`src/rtl/mem_resp_pkg.sv`:
```
// Shared constants, access-kind enum and counter helper for the memory responder.
package mem_resp_pkg;

  localparam int unsigned DefAddrW = 6;
  localparam int unsigned DefDataW = 8;
  localparam int unsigned DefDepth = 48;
  localparam int unsigned CntW     = 8;

  typedef enum logic [1:0] {
    IDLE,
    WRITE,
    READ,
    REJECT
  } acc_kind_e;

  // Increment that sticks at all-ones instead of wrapping.
  function automatic logic [CntW-1:0] sat_inc(input logic [CntW-1:0] v);
    return (v == '1) ? v : v + 1'b1;
  endfunction

endpackage

```
`src/rtl/mem_responder_if.sv`:
```
// Request/response bus between a requester (master) and the memory responder (slave).
interface mem_responder_if #(
  parameter int unsigned ADDR_W = mem_resp_pkg::DefAddrW,
  parameter int unsigned DATA_W = mem_resp_pkg::DefDataW
);

  logic                          en;
  logic                          wr;
  logic [ADDR_W-1:0]             addr;
  logic [DATA_W-1:0]             wdata;
  logic [DATA_W-1:0]             rdata;
  logic                          rvalid;
  logic                          wack;
  logic                          err;
  logic [mem_resp_pkg::CntW-1:0] wr_cnt;
  logic [mem_resp_pkg::CntW-1:0] rd_cnt;

  modport master (
    output en, wr, addr, wdata,
    input  rdata, rvalid, wack, err, wr_cnt, rd_cnt
  );

  modport slave (
    input  en, wr, addr, wdata,
    output rdata, rvalid, wack, err, wr_cnt, rd_cnt
  );

endinterface

```
`src/rtl/mem_array.sv`:
```
// DEPTH x DATA_W storage: one synchronous write port, one registered read port,
// synchronous clear of every word and of the read register.
module mem_array #(
  parameter int unsigned ADDR_W = 6,
  parameter int unsigned DATA_W = 8,
  parameter int unsigned DEPTH  = 48
) (
  input  logic              clk,
  input  logic              rst,
  input  logic              we_i,
  input  logic              re_i,
  input  logic [ADDR_W-1:0] addr_i,
  input  logic [DATA_W-1:0] wdata_i,
  output logic [DATA_W-1:0] rdata_o
);

  logic [DATA_W-1:0] mem_q [DEPTH];
  logic [DATA_W-1:0] rdata_q;

  always_ff @(posedge clk) begin
    if (rst) begin
      for (int i = 0; i < int'(DEPTH); i++) begin
        mem_q[i] <= '0;
      end
      rdata_q <= '0;
    end else begin
      if (we_i) begin
        mem_q[addr_i] <= wdata_i;
      end
      // Read register only moves on a read, so it holds across idle/reject cycles.
      if (re_i) begin
        rdata_q <= mem_q[addr_i];
      end
    end
  end

  assign rdata_o = rdata_q;

endmodule

```
`src/rtl/mem_responder.sv`:
```
// Single-cycle memory responder: classifies each request, drives one-cycle
// response pulses and saturating access counters around a mem_array.
module mem_responder
  import mem_resp_pkg::*;
#(
  parameter int unsigned ADDR_W = DefAddrW,
  parameter int unsigned DATA_W = DefDataW,
  parameter int unsigned DEPTH  = DefDepth
) (
  input  logic            clk,
  input  logic            rst,
  mem_responder_if.slave  bus_io
);

  acc_kind_e         kind_d, kind_q;
  logic [CntW-1:0]   wr_cnt_d, wr_cnt_q;
  logic [CntW-1:0]   rd_cnt_d, rd_cnt_q;
  logic [DATA_W-1:0] rdata;

  // Classification of the request presented at this edge.
  always_comb begin
    kind_d = IDLE;
    if (bus_io.en) begin
      if (32'(bus_io.addr) >= DEPTH) begin
        kind_d = REJECT;
      end else if (bus_io.wr) begin
        kind_d = WRITE;
      end else begin
        kind_d = READ;
      end
    end
  end

  always_comb begin
    wr_cnt_d = wr_cnt_q;
    rd_cnt_d = rd_cnt_q;
    unique case (kind_d)
      WRITE:   wr_cnt_d = sat_inc(wr_cnt_q);
      READ:    rd_cnt_d = sat_inc(rd_cnt_q);
      default: ;
    endcase
  end

  always_ff @(posedge clk) begin
    if (rst) begin
      kind_q   <= IDLE;
      wr_cnt_q <= '0;
      rd_cnt_q <= '0;
    end else begin
      kind_q   <= kind_d;
      wr_cnt_q <= wr_cnt_d;
      rd_cnt_q <= rd_cnt_d;
    end
  end

  mem_array #(
    .ADDR_W (ADDR_W),
    .DATA_W (DATA_W),
    .DEPTH  (DEPTH)
  ) u_mem (
    .clk     (clk),
    .rst     (rst),
    .we_i    (kind_d == WRITE),
    .re_i    (kind_d == READ),
    .addr_i  (bus_io.addr),
    .wdata_i (bus_io.wdata),
    .rdata_o (rdata)
  );

  // Pulses are gated by rst so a reset in the response cycle suppresses them.
  always_comb begin
    bus_io.wack   = 1'b0;
    bus_io.rvalid = 1'b0;
    bus_io.err    = 1'b0;
    if (!rst) begin
      unique case (kind_q)
        WRITE:   bus_io.wack   = 1'b1;
        READ:    bus_io.rvalid = 1'b1;
        REJECT:  bus_io.err    = 1'b1;
        default: ;
      endcase
    end
    bus_io.rdata  = rdata;
    bus_io.wr_cnt = wr_cnt_q;
    bus_io.rd_cnt = rd_cnt_q;
  end

endmodule

```
`src/flat_wrapper.sv`:
```
// flat-port wrapper written by rule: the top's interface ports become plain ports
module mem_responder_flat import mem_resp_pkg::*;
#(
  parameter int unsigned ADDR_W = DefAddrW,
  parameter int unsigned DATA_W = DefDataW,
  parameter int unsigned DEPTH  = DefDepth
)
  (clk, rst, bus_io_en, bus_io_wr, bus_io_addr, bus_io_wdata, bus_io_rdata, bus_io_rvalid, bus_io_wack, bus_io_err, bus_io_wr_cnt, bus_io_rd_cnt);
  mem_responder_if #(.ADDR_W(ADDR_W), .DATA_W(DATA_W)) bus_io_i ();
  input  logic clk;
  input  logic rst;
  input wire logic [$bits(bus_io_i.en)-1:0] bus_io_en;
  input wire logic [$bits(bus_io_i.wr)-1:0] bus_io_wr;
  input wire logic [$bits(bus_io_i.addr)-1:0] bus_io_addr;
  input wire logic [$bits(bus_io_i.wdata)-1:0] bus_io_wdata;
  output wire logic [$bits(bus_io_i.rdata)-1:0] bus_io_rdata;
  output wire logic [$bits(bus_io_i.rvalid)-1:0] bus_io_rvalid;
  output wire logic [$bits(bus_io_i.wack)-1:0] bus_io_wack;
  output wire logic [$bits(bus_io_i.err)-1:0] bus_io_err;
  output wire logic [$bits(bus_io_i.wr_cnt)-1:0] bus_io_wr_cnt;
  output wire logic [$bits(bus_io_i.rd_cnt)-1:0] bus_io_rd_cnt;
  assign bus_io_i.en = bus_io_en;
  assign bus_io_i.wr = bus_io_wr;
  assign bus_io_i.addr = bus_io_addr;
  assign bus_io_i.wdata = bus_io_wdata;
  assign bus_io_rdata = bus_io_i.rdata;
  assign bus_io_rvalid = bus_io_i.rvalid;
  assign bus_io_wack = bus_io_i.wack;
  assign bus_io_err = bus_io_i.err;
  assign bus_io_wr_cnt = bus_io_i.wr_cnt;
  assign bus_io_rd_cnt = bus_io_i.rd_cnt;
  mem_responder #(.ADDR_W(ADDR_W), .DATA_W(DATA_W), .DEPTH(DEPTH)) u_core (.clk(clk), .rst(rst), .bus_io(bus_io_i));
endmodule
```
`config.mk`:
```
export PLATFORM = sky130hd
export DESIGN_NAME = mem_responder_flat
export DESIGN_NICKNAME = d
export VERILOG_FILES = /design/src/rtl/mem_resp_pkg.sv /design/src/rtl/mem_responder_if.sv /design/src/rtl/mem_array.sv /design/src/rtl/mem_responder.sv /design/src/flat_wrapper.sv
export SDC_FILE = /design/constraint.sdc
export NUM_CORES = 1
export LEC_CHECK = 0
export BUFFER_PORTS_ARGS = -buffer_cell sky130_fd_sc_hd__buf_4
export CELL_PAD_IN_SITES_DETAIL_PLACEMENT = 2
export CELL_PAD_IN_SITES_GLOBAL_PLACEMENT = 2
export CORE_MARGIN = 10
export CORE_UTILIZATION = 40
export DETAILED_ROUTE_END_ITERATION = 16
export HOLD_SLACK_MARGIN = 0.06
export PLACE_DENSITY = 0.76
export SETUP_SLACK_MARGIN = 0.05
export SLEW_MARGIN = 20
export SYNTH_ARGS = -nofsm -noshare
export SYNTH_HDL_FRONTEND = slang
export SYNTH_SLANG_ARGS = --single-unit
```
`constraint.sdc`:
```
create_clock -name clk -period 2.36 [get_ports clk]
set_input_delay 0.472 -clock clk [delete_from_list [all_inputs] [get_ports clk]]
set_output_delay 0.472 -clock clk [all_outputs]
set_load 0.03 [all_outputs]
```
==> run metrics <==
outcome=finished clean; clock tree from TritonCTS=yes; clk buf depth=3; commonest register cell after synthesis=sky130_fd_sc_hd__edfxtp_1; xor-xnor portion of the synthesized cell area=0.00537; commonest non-fill, non-tap cell in the layout=sky130_fd_sc_hd__edfxtp_1; initial antenna violation count=2; cell mode on critical path=sky130_fd_sc_hd__buf_4; final count of pins violating max slew=0; required time at the worst-slack endpoint=1.89 ns; number of vias per cell after detailed routing=5.76; final setup violation count=0; length of the first detailed-routing pass in iterations=5; clock tree sinks=420; worst path cell trace=buf_4, buf_4, and3b_1, buf_4; number of flops mapped to enable cells by yosys=394; fraction of synthesized cell area taken by the top area cell type=0.604; Routability Congestion=0.879; commonest cells after routing, fill and taps aside=sky130_fd_sc_hd__edfxtp_1 (394), sky130_fd_sc_hd__and2_1 (390), sky130_fd_sc_hd__buf_4 (217); vias in the first global route=14.7k; headroom to the max-slew limit=0.337; total routing resource utilization after global routing=0.238; total number of yosys warnings=0; FF+latch count, synth=420; fraction of the mapped netlist area in simple logic gates=0.189; DIE WIDTH=241 um; Synth Area in Adders=0.00128; Post-layout nets=~1.7k; Post-Route Hold Slack=approximately 0.11 ns; clock-pin transition on the worst setup and hold timing paths=0.06 ns; cell count after synthesis=between 1k and 1.5k; cell leakage power=0.00855 uW; peak per-stage delay on the critical path=0.72 ns; cell type with the highest aggregate area in the netlist=sky130_fd_sc_hd__edfxtp_1; capturing element type of the critical path=primary output; pin slew with the least headroom to its limit=0.995 ns; wire length after detailed routing=between 60 and 70 mm; final period utilization=0.925; CTS buffer count=48; number of DRC markers after the initial detailed-route iteration=1,199; Max Fanout on Critical Path=76; cell area after synthesis=~20,000 um^2; placement-stage cell area=21,800 um^2; routed wirelength normalized by instance count=29.5 um; Synth-to-Final Area Change=18.8%; number of fillers in the final layout=4,674; cell at the slowest stage of the critical path=sky130_fd_sc_hd__buf_4; count of final hold-check violations=0; unrepaired setup endpoints after global routing=no; time the final worst path needs with I/O delays and setup=2.18 ns; post-synthesis area per instance=~13 um^2; first-pass GRT wire length=101 mm; achievable frequency=roughly 460 MHz; H-tree depth=2; Post-Route Skew=0.0265 ns; Die Outline Area=58,200 um^2; clk root buf=sky130_fd_sc_hd__clkbuf_16; setup ws final=0.177 ns; Final HPWL DP=47.0 mm; maximum resistive drop on vdd=0.502 mV; area of the placeable core=48,600 um^2; count of buffers inserted at the top-level ports=between 40 and 50; fraction of synthesis flops using an asynchronous set or reset pin=0; arrival time at the worst endpoint=~1.7 ns; Starting Density=0.403; leftover overflow at the end of global routing=0; part of the Yosys area used for sequential elements=0.631; Non-Filler Cell Area, Final=23,300 um^2; Worst Path Class, Setup=in2out; count of unique library cells instantiated by Yosys=68; cell types with the largest area share after synthesis=sky130_fd_sc_hd__edfxtp_1 (60%), sky130_fd_sc_hd__and2_1 (12%), sky130_fd_sc_hd__dfxtp_1 (2.7%); fraction of final layout cells with drive strength greater than 1=0.252; clock network latency to the later pin of the worst-skew pair=0.61 ns; height of the die=241 um; class of the tightest hold or removal check=in2reg; max-cap violations=0; DRC errors left=0; Boundary Pins=45; multiplexer area fraction after synthesis=0.0779; kind of start point of the critical path=primary input; main combinational cell family by area after synthesis=simple AND/OR/NAND/NOR gates; total power per unit cell area=747 nW/um^2; vias after detailed routing=13.3k; number of core rows=81; Antenna Violating Nets Remaining=0; Post-Place Setup Slack=-0.424 ns; synthesized-area fraction occupied by ao, oa, aoi and oai cells=0.0680; maximum number of pins on one net before global-route repair=77
-- cell families after synthesis --
family	count (synthesis)
and+or+nand+nor	634
xor gates and xnor gates	12
other	1
DFF	420
adders and majority gates	2
muxes	110
buffers and inverters	111
AOI/OAI and AO/OA	184
-- power by group --
group / switching (uW) / internal [uW]
clock: 3120 / 4080
sequential: 183 / 8500
combinational: 941 / 547
total: 4240 / 13100
-- cell usage after synthesis, types with 9 or more instances --
cell type and instances:
sky130_fd_sc_hd__o21ai_0 28, sky130_fd_sc_hd__buf_4 12, sky130_fd_sc_hd__edfxtp_1 394, sky130_fd_sc_hd__nor2_1 84
sky130_fd_sc_hd__or2_2 42, sky130_fd_sc_hd__a21oi_1 28, sky130_fd_sc_hd__nand3_1 13, sky130_fd_sc_hd__mux4_2 19
sky130_fd_sc_hd__dfxtp_1 26, sky130_fd_sc_hd__nand2_1 32, sky130_fd_sc_hd__mux2_2 33, sky130_fd_sc_hd__buf_2 20
sky130_fd_sc_hd__mux2i_1 49, sky130_fd_sc_hd__nor2_2 22, sky130_fd_sc_hd__clkbuf_1 64, sky130_fd_sc_hd__a221oi_1 35
sky130_fd_sc_hd__and2_1 390, sky130_fd_sc_hd__mux4_1 9, sky130_fd_sc_hd__a22oi_1 29
-- final cells by class --
| class | count | area (um^2) | area share |
|---|---|---|---|
| well taps | 622 | 778 | 0.0335 |
| clock buffers | 60 | 1290 | 0.0554 |
| clock inverters | 26 | 189 | 0.00812 |
| inverters | 5 | 18.8 | 0.000807 |
| flip-flops and latches | 420 | 12400 | 0.531 |
| repair buffers | 230 | 1890 | 0.0812 |
| diodes | 1 | 2.50 | 0.000108 |
| multi-input cells | 952 | 6740 | 0.290 |
-- routing by layer --
layer,up-vias,GRT usage,part of all wire
met1,6963,0.293,0.40
li1,5730,-,-
met3,129,0.0464,0.067
met5,-,0,0
met2,514,0.405,0.50
met4,0,0.0941,0.037
-- through the flow --
| step | utilization | power (uW) | setup TNS (ns) | cells |
|---|---|---|---|---|
| floorplan | - | 9510 | 0 | 1483 |
| global placement | 0.448 | 10200 | -4.80 | 2229 |
| detailed placement | 0.448 | 10300 | -23.21 | 2229 |
| CTS | 0.478 | 17500 | 0 | 2315 |
| global route | 0.478 | 17900 | 0 | 2315 |
| finish | 0.478 | 17400 | 0 | 2316 |
-- sequential cells by signal (all words and copies together) (netlist names) --
| register | count |
|---|---|
| u_core.u_mem.mem_q | 394 |
| u_core.bus_io.rd_cnt | 8 |
| u_core.bus_io.wr_cnt | 8 |
| u_core.u_mem.rdata_o | 8 |
| u_core.kind_q | 2 |
-- worst max-delay path, delay by kind of cell --
kind	cells	cell delay, ns
buffers and inverters	3	0.97
and+or+nand+nor	1	0.26
-- path summary, 6_finish.rpt --
path,start,to,slack (ns),cells past startpoint
worst max-delay path,rst,bus_io_err,0.18,4
worst min-delay path,bus_io_wr,u_core.kind_q[1]$_SDFF_PP0_,0.11,2
worst max register to register,u_core.u_mem.mem_q[35][6]$_SDFFCE_PN0P_,u_core.u_mem.rdata_o[6]$_SDFFE_PP0N_,0.26,6
worst min register to register,u_core.bus_io.wr_cnt[7]$_SDFFE_PP0P_,u_core.bus_io.wr_cnt[7]$_SDFFE_PP0P_,0.54,2
-- what timing repair did --
action | 4_1_cts | 5_1_grt
hold buffers | 0 | 0
setup buffers | 0 | 0
resized for setup | 0 | 1
setup endpoints to repair | 0 | 1
Power figures use the tool's default switching activity.
